$ cat src/rtl/param_rand_matrix_gen_pkg.sv
// Shared definitions for the random matrix generator.
// Contents:
//   state_t           - controller states (IDLE, GEN, DONE)
//   MODE_*            - element mode codes driven on the mode input
//   SEED_DEFAULT      - LFSR reset/fallback seed
//   lfsr_taps()       - feedback tap mask for a given LFSR width
package param_rand_matrix_gen_pkg;

  typedef enum logic [1:0] {
    ST_IDLE = 2'd0,
    ST_GEN  = 2'd1,
    ST_DONE = 2'd2
  } state_t;

  localparam logic [1:0] MODE_UNIFORM = 2'd0;
  localparam logic [1:0] MODE_ZERO    = 2'd1;
  localparam logic [1:0] MODE_IDENT   = 2'd2;
  localparam logic [1:0] MODE_SPARSE  = 2'd3;

  localparam logic [15:0] SEED_DEFAULT = 16'hACE1;

  // Tap mask (bit i set = bit i feeds the XOR). 16 bits uses taps
  // 15,13,12,10; a few other widths are provided for reuse.
  function automatic logic [63:0] lfsr_taps(input int w);
    logic [63:0] m;
    case (w)
      8:       m = 64'h0000_0000_0000_00B8;
      16:      m = 64'h0000_0000_0000_B400;
      32:      m = 64'h0000_0000_8020_0003;
      default: m = (64'd1 << (w - 1)) | (64'd1 << (w - 2));
    endcase
    return m;
  endfunction

endpackage

$ cat src/rtl/param_rand_matrix_gen_lfsr_step.sv
// lfsr_step: Fibonacci LFSR with advance enable and seed load.
// Ports:
//   clk, rst_n  - clock, synchronous active-low reset (loads SEED_RST)
//   adv_i       - shift one step this cycle
//   load_i      - load seed_i this cycle (takes priority over adv_i)
//   seed_i      - seed value; a zero seed loads SEED_RST instead, since
//                 the all-zero state would lock the LFSR
//   lfsr_o      - current register value
module lfsr_step
  import param_rand_matrix_gen_pkg::*;
#(
  parameter int              W        = 16,
  parameter logic [W-1:0]    SEED_RST = W'(SEED_DEFAULT)
) (
  input  logic         clk,
  input  logic         rst_n,
  input  logic         adv_i,
  input  logic         load_i,
  input  logic [W-1:0] seed_i,
  output logic [W-1:0] lfsr_o
);

  localparam logic [W-1:0] TAPS = W'(lfsr_taps(W));

  logic [W-1:0] lfsr_q, lfsr_d;
  logic         fb;

  assign fb = ^(lfsr_q & TAPS);

  always_comb begin
    lfsr_d = lfsr_q;
    if (load_i) begin
      lfsr_d = (seed_i == '0) ? SEED_RST : seed_i;
    end else if (adv_i) begin
      lfsr_d = {lfsr_q[W-2:0], fb};
    end
  end

  always_ff @(posedge clk) begin
    if (!rst_n) begin
      lfsr_q <= SEED_RST;
    end else begin
      lfsr_q <= lfsr_d;
    end
  end

  assign lfsr_o = lfsr_q;

endmodule

$ cat src/rtl/param_rand_matrix_gen.sv
// param_rand_matrix_gen: streams count matrices of dim_m x dim_n signed
// elements in row-major order over a valid/ready output.
// Ports:
//   clk, rst_n             - clock, synchronous active-low reset
//   start, abort           - job request (IDLE only) / job termination
//   mode, dim_m, dim_n,
//   count, elem_min/max    - job configuration, latched on start
//   seed_load, seed        - LFSR seed load (IDLE only)
//   out_valid, out_ready   - output handshake
//   out_data, out_row,
//   out_col, out_mat       - element value and position
//   out_last_elem/mat      - last element of matrix / final matrix
//   busy, done, err        - status; done and err are one-cycle pulses
//   state_dbg              - current controller state
//
// Handshake: a beat transfers on a rising edge where out_valid and
// out_ready are both high and abort is low. While out_valid is high and no
// transfer happens, every out_* signal holds, because outputs are decoded
// only from registers that change on a transfer.
module param_rand_matrix_gen
  import param_rand_matrix_gen_pkg::*;
#(
  parameter int                 DATA_W   = 8,
  parameter int                 DIM_W    = 3,
  parameter int                 CNT_W    = 4,
  parameter int                 LFSR_W   = 16,
  parameter logic [LFSR_W-1:0]  SEED_RST = LFSR_W'(SEED_DEFAULT)
) (
  input  logic                     clk,
  input  logic                     rst_n,
  input  logic                     start,
  input  logic                     abort,
  input  logic [1:0]               mode,
  input  logic [DIM_W-1:0]         dim_m,
  input  logic [DIM_W-1:0]         dim_n,
  input  logic [CNT_W-1:0]         count,
  input  logic signed [DATA_W-1:0] elem_min,
  input  logic signed [DATA_W-1:0] elem_max,
  input  logic                     seed_load,
  input  logic [LFSR_W-1:0]        seed,
  output logic                     out_valid,
  input  logic                     out_ready,
  output logic [DATA_W-1:0]        out_data,
  output logic [DIM_W-1:0]         out_row,
  output logic [DIM_W-1:0]         out_col,
  output logic [CNT_W-1:0]         out_mat,
  output logic                     out_last_elem,
  output logic                     out_last_mat,
  output logic                     busy,
  output logic                     done,
  output logic                     err,
  output state_t                   state_dbg
);

  state_t state_q, state_d;

  logic [1:0]               mode_q, mode_d;
  logic [DIM_W-1:0]         dim_m_q, dim_m_d, dim_n_q, dim_n_d;
  logic [CNT_W-1:0]         count_q, count_d;
  logic signed [DATA_W-1:0] min_q, min_d, max_q, max_d;
  logic [DIM_W-1:0]         row_q, row_d, col_q, col_d;
  logic [CNT_W-1:0]         mat_q, mat_d;
  logic                     err_q, err_d;

  logic              in_idle, start_ok, cfg_ok, xfer, last_col, last_row, last_mat;
  logic [LFSR_W-1:0] lfsr;

  assign in_idle  = (state_q == ST_IDLE);
  assign start_ok = start && in_idle;
  // Validation looks at the inputs being latched this cycle so an accepted
  // job can present its first element on the very next cycle.
  assign cfg_ok   = (dim_m != '0) && (dim_n != '0) && (count != '0) &&
                    (elem_min <= elem_max);
  assign xfer     = out_valid && out_ready && !abort;
  assign last_col = (col_q == dim_n_q - DIM_W'(1));
  assign last_row = (row_q == dim_m_q - DIM_W'(1));
  assign last_mat = (mat_q == count_q - CNT_W'(1));

  lfsr_step #(
    .W        (LFSR_W),
    .SEED_RST (SEED_RST)
  ) u_lfsr (
    .clk    (clk),
    .rst_n  (rst_n),
    .adv_i  (xfer),
    .load_i (seed_load && in_idle),
    .seed_i (seed),
    .lfsr_o (lfsr)
  );

  // Controller state
  always_comb begin
    state_d = state_q;
    case (state_q)
      ST_IDLE: if (start_ok && cfg_ok) state_d = ST_GEN;
      ST_GEN: begin
        if (abort)                                      state_d = ST_IDLE;
        else if (xfer && last_col && last_row && last_mat) state_d = ST_DONE;
      end
      ST_DONE: state_d = ST_IDLE;
      default: state_d = ST_IDLE;
    endcase
  end

  // Configuration, position counters and error pulse
  always_comb begin
    mode_d  = mode_q;
    dim_m_d = dim_m_q;
    dim_n_d = dim_n_q;
    count_d = count_q;
    min_d   = min_q;
    max_d   = max_q;
    row_d   = row_q;
    col_d   = col_q;
    mat_d   = mat_q;
    err_d   = start_ok && !cfg_ok;
    if (start_ok) begin
      mode_d  = mode;
      dim_m_d = dim_m;
      dim_n_d = dim_n;
      count_d = count;
      min_d   = elem_min;
      max_d   = elem_max;
    end
    if (start_ok && cfg_ok) begin
      row_d = '0;
      col_d = '0;
      mat_d = '0;
    end else if (xfer) begin
      if (!last_col) begin
        col_d = col_q + DIM_W'(1);
      end else begin
        col_d = '0;
        if (!last_row) begin
          row_d = row_q + DIM_W'(1);
        end else begin
          row_d = '0;
          mat_d = last_mat ? '0 : mat_q + CNT_W'(1);
        end
      end
    end
  end

  always_ff @(posedge clk) begin
    if (!rst_n) begin
      state_q <= ST_IDLE;
      mode_q  <= '0;
      dim_m_q <= '0;
      dim_n_q <= '0;
      count_q <= '0;
      min_q   <= '0;
      max_q   <= '0;
      row_q   <= '0;
      col_q   <= '0;
      mat_q   <= '0;
      err_q   <= 1'b0;
    end else begin
      state_q <= state_d;
      mode_q  <= mode_d;
      dim_m_q <= dim_m_d;
      dim_n_q <= dim_n_d;
      count_q <= count_d;
      min_q   <= min_d;
      max_q   <= max_d;
      row_q   <= row_d;
      col_q   <= col_d;
      mat_q   <= mat_d;
      err_q   <= err_d;
    end
  end

  // Element mapping. The range is formed one bit wider than the data so
  // that a full-span range (2^DATA_W) is representable; a zero range can
  // only arise from a rejected configuration and is forced to 1 so the
  // divider never sees zero.
  logic [DATA_W:0]   range_w, range_div;
  logic [LFSR_W-1:0] r_ext, rem;
  logic [DATA_W-1:0] uni_val, elem_val;

  always_comb begin
    range_w   = {max_q[DATA_W-1], max_q} - {min_q[DATA_W-1], min_q} +
                (DATA_W+1)'(1);
    range_div = (range_w == '0) ? (DATA_W+1)'(1) : range_w;
    r_ext     = {1'b0, lfsr[LFSR_W-2:0]};
    rem       = r_ext % {{(LFSR_W-DATA_W-1){1'b0}}, range_div};
    uni_val   = min_q + rem[DATA_W-1:0];
    case (mode_q)
      MODE_UNIFORM: elem_val = uni_val;
      MODE_ZERO:    elem_val = '0;
      MODE_IDENT:   elem_val = (row_q == col_q) ? DATA_W'(1) : '0;
      MODE_SPARSE:  elem_val = (lfsr[1:0] == 2'b00) ? '0 : uni_val;
      default:      elem_val = '0;
    endcase
  end

  // Outputs are gated by out_valid so they read zero outside GEN.
  assign out_valid     = (state_q == ST_GEN);
  assign out_data      = out_valid ? elem_val : '0;
  assign out_row       = out_valid ? row_q : '0;
  assign out_col       = out_valid ? col_q : '0;
  assign out_mat       = out_valid ? mat_q : '0;
  assign out_last_elem = out_valid && last_col && last_row;
  assign out_last_mat  = out_valid && last_mat;
  assign busy          = !in_idle;
  assign done          = (state_q == ST_DONE);
  assign err           = err_q;
  assign state_dbg     = state_q;

endmodule
$ cat config.mk
export PLATFORM = sky130hd
export DESIGN_NAME = param_rand_matrix_gen
export DESIGN_NICKNAME = d
export VERILOG_FILES = /design/src/rtl/param_rand_matrix_gen_pkg.sv /design/src/rtl/param_rand_matrix_gen_lfsr_step.sv /design/src/rtl/param_rand_matrix_gen.sv
export SDC_FILE = /design/constraint.sdc
export NUM_CORES = 1
export LEC_CHECK = 0
export CAP_MARGIN = 40
export CORE_MARGIN = 2
export CORE_UTILIZATION = 50
export CTS_CLUSTER_SIZE = 25
export DETAILED_ROUTE_END_ITERATION = 16
export GPL_TIMING_DRIVEN = 1
export PLACE_DENSITY = 0.8
export SLEW_MARGIN = 20
export SYNTH_ARGS = -nofsm -noshare
export SYNTH_HDL_FRONTEND = slang
export SYNTH_SLANG_ARGS = --single-unit
$ cat constraint.sdc
create_clock -name clk -period 54 [get_ports clk]
set_clock_uncertainty 0.15 [all_clocks]
set_input_delay 8.1 -clock clk [delete_from_list [all_inputs] [get_ports clk]]
set_output_delay 8.1 -clock clk [all_outputs]
set_load 0.01 [all_outputs]
== After elaboration in Yosys (flattened, before gate mapping) ==
Cells that the tools add are included.

* Register bits: 57
* Bits of input ports: 50
* Output and inout port bits: 26
* Word-level logic and storage cells: 85

* Add/subtract/negate cells: 9
* Divide/modulo/power cells: 1
* $lt $le $gt $ge: 1
* Equal/unequal tests: 11
* Mux-type cells: 18
* Bitwise gates (word level): 1
* Reduce and logical (&&, ||, !) cells: 32

{| class="wikitable"
|+ Operators with widths
! cell !! count
|-
| 2-to-1 mux 16 bit || 3
|-
| case mux 8 bit (4 select lines) || 1
|-
| logical NOT 16 bit || 1
|-
| remainder unit 15 x 9 -> 16 bit || 1
|-
| 2-to-1 mux 8 bit || 2
|-
| XOR reduction 16 bit || 1
|-
| logical AND 1 bit || 15
|-
| 2-to-1 mux 3 bit || 4
|-
| adder 9 x 1 -> 9 bit, second input constant || 1
|-
| equality test 3 bit || 3
|-
| logical NOT 9 bit || 1
|-
| 2-to-1 mux 9 bit || 1
|-
| subtractor 8 x 8 -> 9 bit || 1
|-
| adder 8 bit || 1
|-
| <= comparator 8 bit || 1
|-
| 2-to-1 mux 4 bit || 2
|-
| adder 3 x 1 -> 3 bit, second input constant || 2
|-
| equality test 2 bit, second input constant || 3
|-
| logical NOT 2 bit || 3
|-
| 2-to-1 mux 2 bit || 3
|-
| nonzero test 3 bit || 2
|-
| subtractor 3 x 1 -> 3 bit, second input constant || 2
|-
| adder 4 x 1 -> 4 bit, second input constant || 1
|-
| equality test 2 x 1 -> 1 bit, second input constant || 2
|-
| 13 further kinds || 16
|}

== Longest topological paths before layout ==
* Word-level depth: 9
* Mapped depth: 182
* Mapped depth without buffers: 173

== Hierarchy ==
Synthesis repeated with hierarchy kept, for this count alone.

* Cell total of the unflattened synthesis: 1,325
* Area, all modules: 9,841.9 um^2

{| class="wikitable"
|+ By module, submodules not included
! module !! instances !! cells an instance !! area an instance (um^2) !! sequential area each (um^2)
|-
| param_rand_matrix_gen || 1 || 1,237 || 9,043.7 || 820.8
|-
| lfsr_step || 1 || 88 || 798.3 || 320.3
|}

== Worst setup path before layout ==
No wires, ideal clock.

* Kind: reg-to-output
* Start point: register min_q[1]
* End point: output out_data[7]
* Arrival time: 32.642 ns
* Required time: 45.750 ns
* Slack: 13.108 ns
* Cell stages (with the launch flop): 173
* Buffers on the path: 9
* Path through: dfxtp_1 ha_1 inv_1 ha_1 inv_1 fa_1 and4b_1 a2111o_1 or3_4 clkinv_4 o211a_1 a31oi_1 ha_1 a21oi_1 o41ai_2 nand2_1 inv_1 ha_1 [137 not listed] o21ai_0 nand2b_1 a211oi_1 o221ai_1 nor4_1 o32ai_1 buf_2 mux2i_1 ha_1 a21o_1 a21o_1 a21o_1 a21oi_1 o21bai_1 a21oi_1 xor2_1 or4_1 nand3_1

* Longest elaborated chain between the ends: 9

{| class="wikitable"
|+ Ends and longest elaborated chain
! what !! RTL line !! source
|-
| from (decl) || param_rand_matrix_gen.sv:60 || <nowiki>logic signed [DATA_W-1:0] min_q, min_d, max_q, max_d;</nowiki>
|-
| from (signal assigned) || param_rand_matrix_gen.sv:163 || <nowiki>min_q <= min_d;</nowiki>
|-
| subtractor 8 x 8 -> 9 bit || param_rand_matrix_gen.sv:181 || <nowiki>range_w = {max_q[DATA_W-1], max_q} - {min_q[DATA_W-1], min_q} +</nowiki>
|-
| adder 9 x 1 -> 9 bit || param_rand_matrix_gen.sv:181 ||
|-
| logical NOT 9 bit || param_rand_matrix_gen.sv:183 || <nowiki>range_div = (range_w == '0) ? (DATA_W+1)'(1) : range_w;</nowiki>
|-
| 2-to-1 mux 9 bit || param_rand_matrix_gen.sv:183 ||
|-
| remainder unit 15 x 9 -> 16 bit || param_rand_matrix_gen.sv:185 || <nowiki>rem = r_ext % {{(LFSR_W-DATA_W-1){1'b0}}, range_div};</nowiki>
|-
| adder 8 bit * || param_rand_matrix_gen.sv:186 || <nowiki>uni_val = min_q + rem[DATA_W-1:0];</nowiki>
|-
| 2-to-1 mux 8 bit || param_rand_matrix_gen.sv:191 || <nowiki>MODE_SPARSE: elem_val = (lfsr[1:0] == 2'b00) ? '0 : uni_val;</nowiki>
|-
| case mux 8 bit (4 select lines) * || param_rand_matrix_gen.sv:187 || <nowiki>case (mode_q)</nowiki>
|-
| 2-to-1 mux 8 bit * || param_rand_matrix_gen.sv:198 || <nowiki>assign out_data = out_valid ? elem_val : '0;</nowiki>
|-
| to (decl) || param_rand_matrix_gen.sv:43 || <nowiki>output logic [DATA_W-1:0] out_data,</nowiki>
|}

Every way passes the cells marked *; elsewhere a longest branch is shown, timed or not.

== Worst setup path after layout ==
* Start point: register min_q[4]
* End point: output out_data[7]

Same word-level chain as after synthesis.

==> run summary <==
Vias: 9,903
num ports: 76
Syn Nets: 1,493
final setup vio count: 0
RSZ-0062 raised after global routing: false
Critical Path End Type: output pin
min-delay worst type: flop to flop
CTS tree: built
EDFF count, synth: 0
Period Utilization, post-route: 0.8557
CTS Buf Count: 9
YS warnings: 0
pre-CTS setup slack: 8.744 ns
Root Driver: clkbuf_16
Synth top area share: 0.1874
Mapped Area: 9682 µm²
Max-Cap Viols: 0
commonest non-fill, non-tap cell in the layout: nand2_1
vias in the first global route: 9,504
antenna violation net count after detailed routing: 0
Synth area leaders: ha_1 19%, dfxtp_1 12%, nand2_1 6.0%, xnor2_1 4.6%, a21oi_1 3.9%
Synth Instances: 1,295
initial antenna violation count: 0
H-Tree Depth: 3
number of post-CTS setup repair buffers: 0
Worst path most repeated cell: o21a_1
status: finished, final reports clean
CP Data Required Time: 45.75 ns
cts hold-fix bufs: 0
DRC Markers: 0
max_slew headroom: 0.4215
Die Y: 143.2 µm
Core ar.: 18,830 µm²
Worst Setup Start Kind: flop
post-layout min period: 46.21 ns
cell row count: 50
clock buffer depth: 2
die area: 20,490 µm²
leading area contributor after synthesis: ha_1
Die W: 143.2 µm
worst-path maximum fanout: 20
Max Slew Vio Count: 0
setup ws final: 7.792 ns
Cells after DPL: 1,594
most frequent cells in the layout: 156 x nand2_1, 145 x ha_1, 92 x nor2_1, 76 x a21oi_1, 75 x clkdlybuf4s50_1
total global-route track usage: 0.2740
FMAX: 21.64 MHz
CP Data Arrival Time: 37.96 ns
Fin Setup TNS: 0 ns
nets: 1,545
post-detail-place hpwl: 21,810 µm
vias per cell: 6.143
worst skew pair latency: 0.33 ns
Layout area overhead: 13.25%
initial DRC count: 680
Distinct cells, synth: 98
Starting Density: 0.5142
Hold Violations, Final: 0
part of the Yosys area used for sequential elements: 0.1179
CP Class: flop to output pin
ys flop type: dfxtp_1
DR WL/cell: 17.13 µm
Routed WL: 27,610 µm
largest net degree at the start of global routing: 49
Clock transition at path regs: 0.06 ns
layout cells sized above 1: 0.06361
total grt overflow: 0
IO buf count: 75
CP max stage cell: nor2_1
routability congestion estimate: 0.9667
Worst path max stage delay: 0.56 ns
fin cells: 1,612
async set-reset flop share out of synthesis: 0
drt pass-1 iters: 5
Post-Syn Area per Cell: 7.476 µm²
CTS resizes: 0
first-pass GRT wire length: 45,830 µm
clk sink count: 57
R2R Setup Slk: 51.16 ns
Diodes inserted: 0
Yosys reg bits: 57
Slew @ Worst Pin: 0.8619 ns
final timing paths:
path | start | to | cells past startpoint
worst max-delay path | min_q[4] | out_data[7] | 162
worst min-delay path | max_q[1] | max_q[1] | 2
worst min register to register | max_q[1] | max_q[1] | 2
worst max register to register | state_dbg[1] | mat_q[0] | 8
routing by layer:
layer,GRT usage,routed length (µm),up-vias
li1,-,-,4876
met4,0.1183,1180,0
met1,0.3385,11790,4559
met3,0.04326,1880,73
met5,0,0,-
met2,0.4704,12760,395
stage by stage:
step / hold slack (ns) / util / cell area [µm²]
final: 0.3163 / 0.5823 / 10960
after global routing: 0.3315 / 0.5823 / 10960
after floorplan: 0.2935 / - / 9682
after CTS: 0.3154 / 0.5811 / 10940
after global placement: 0.3015 / 0.5637 / 10610
after detailed placement: 0.3080 / 0.5652 / 10640
Yosys cell counts (5+ instances only):
master / n
and3_1: 7
o21ai_0: 49
or3_1: 6
nor2_1: 92
nand4_1: 10
xor2_1: 37
o211ai_1: 24
nand3_1: 28
o21ai_1: 5
o211a_1: 12
a21boi_0: 30
mux2_2: 23
a31oi_1: 8
a211oi_1: 6
o21a_1: 44
nor3b_1: 6
o21bai_1: 6
nor4_1: 14
xnor2_1: 51
dfxtp_1: 57
or2_2: 8
nand2_1: 156
nand2b_1: 19
nor3_1: 56
ha_1: 145
nor2b_1: 20
mux2i_1: 13
a21o_1: 31
and2_1: 21
a21oi_1: 76
inv_1: 65
o31ai_1: 21
clkbuf_1: 34
o22ai_1: 5
critical path, delay by kind of cell, from the launching register on:
kind | cells | cell delay (ns)
simple gates | 39 | 8.49
buf+inv | 10 | 1.80
fa+ha+maj | 18 | 5.41
compound gates | 90 | 20.12
flops | 1 | 0.44
xor+xnor | 1 | 0.12
mux | 4 | 1.16
registers in the layout, indices dropped and copies added, names as in the netlist, 4 cells and up:
signal / count
min_q: 8
mat_q: 4
u_lfsr.lfsr_o: 16
max_q: 8
count_q: 4
kinds of logic after synthesis:
kind of cell / count (synthesis) / synth area share
AND/OR/NAND/NOR: 463 / 0.2308
AO/OA/AOI/OAI: 384 / 0.2837
adder cells (fa/ha/maj): 149 / 0.1946
buffers and inverters: 114 / 0.04872
XOR/XNOR: 88 / 0.07961
flip-flops: 57 / 0.1179
multiplexers: 39 / 0.04433
other: 1 / 0.0003873
final cells by class:
class | instances | area (µm²)
Multi-Input combinational cell | 1124 | 8077
Sequential cell | 57 | 1141
Inverter | 68 | 260.3
Clock buffer | 12 | 246.5
Timing Repair Buffer | 87 | 863.3
Fill cell | 1705 | 7866
Clock inverter | 4 | 51.30
Tap cell | 260 | 325.3
Power is not shown: default switching activity piles up to over one toggle a cycle in this logic, so the estimate is an artifact.
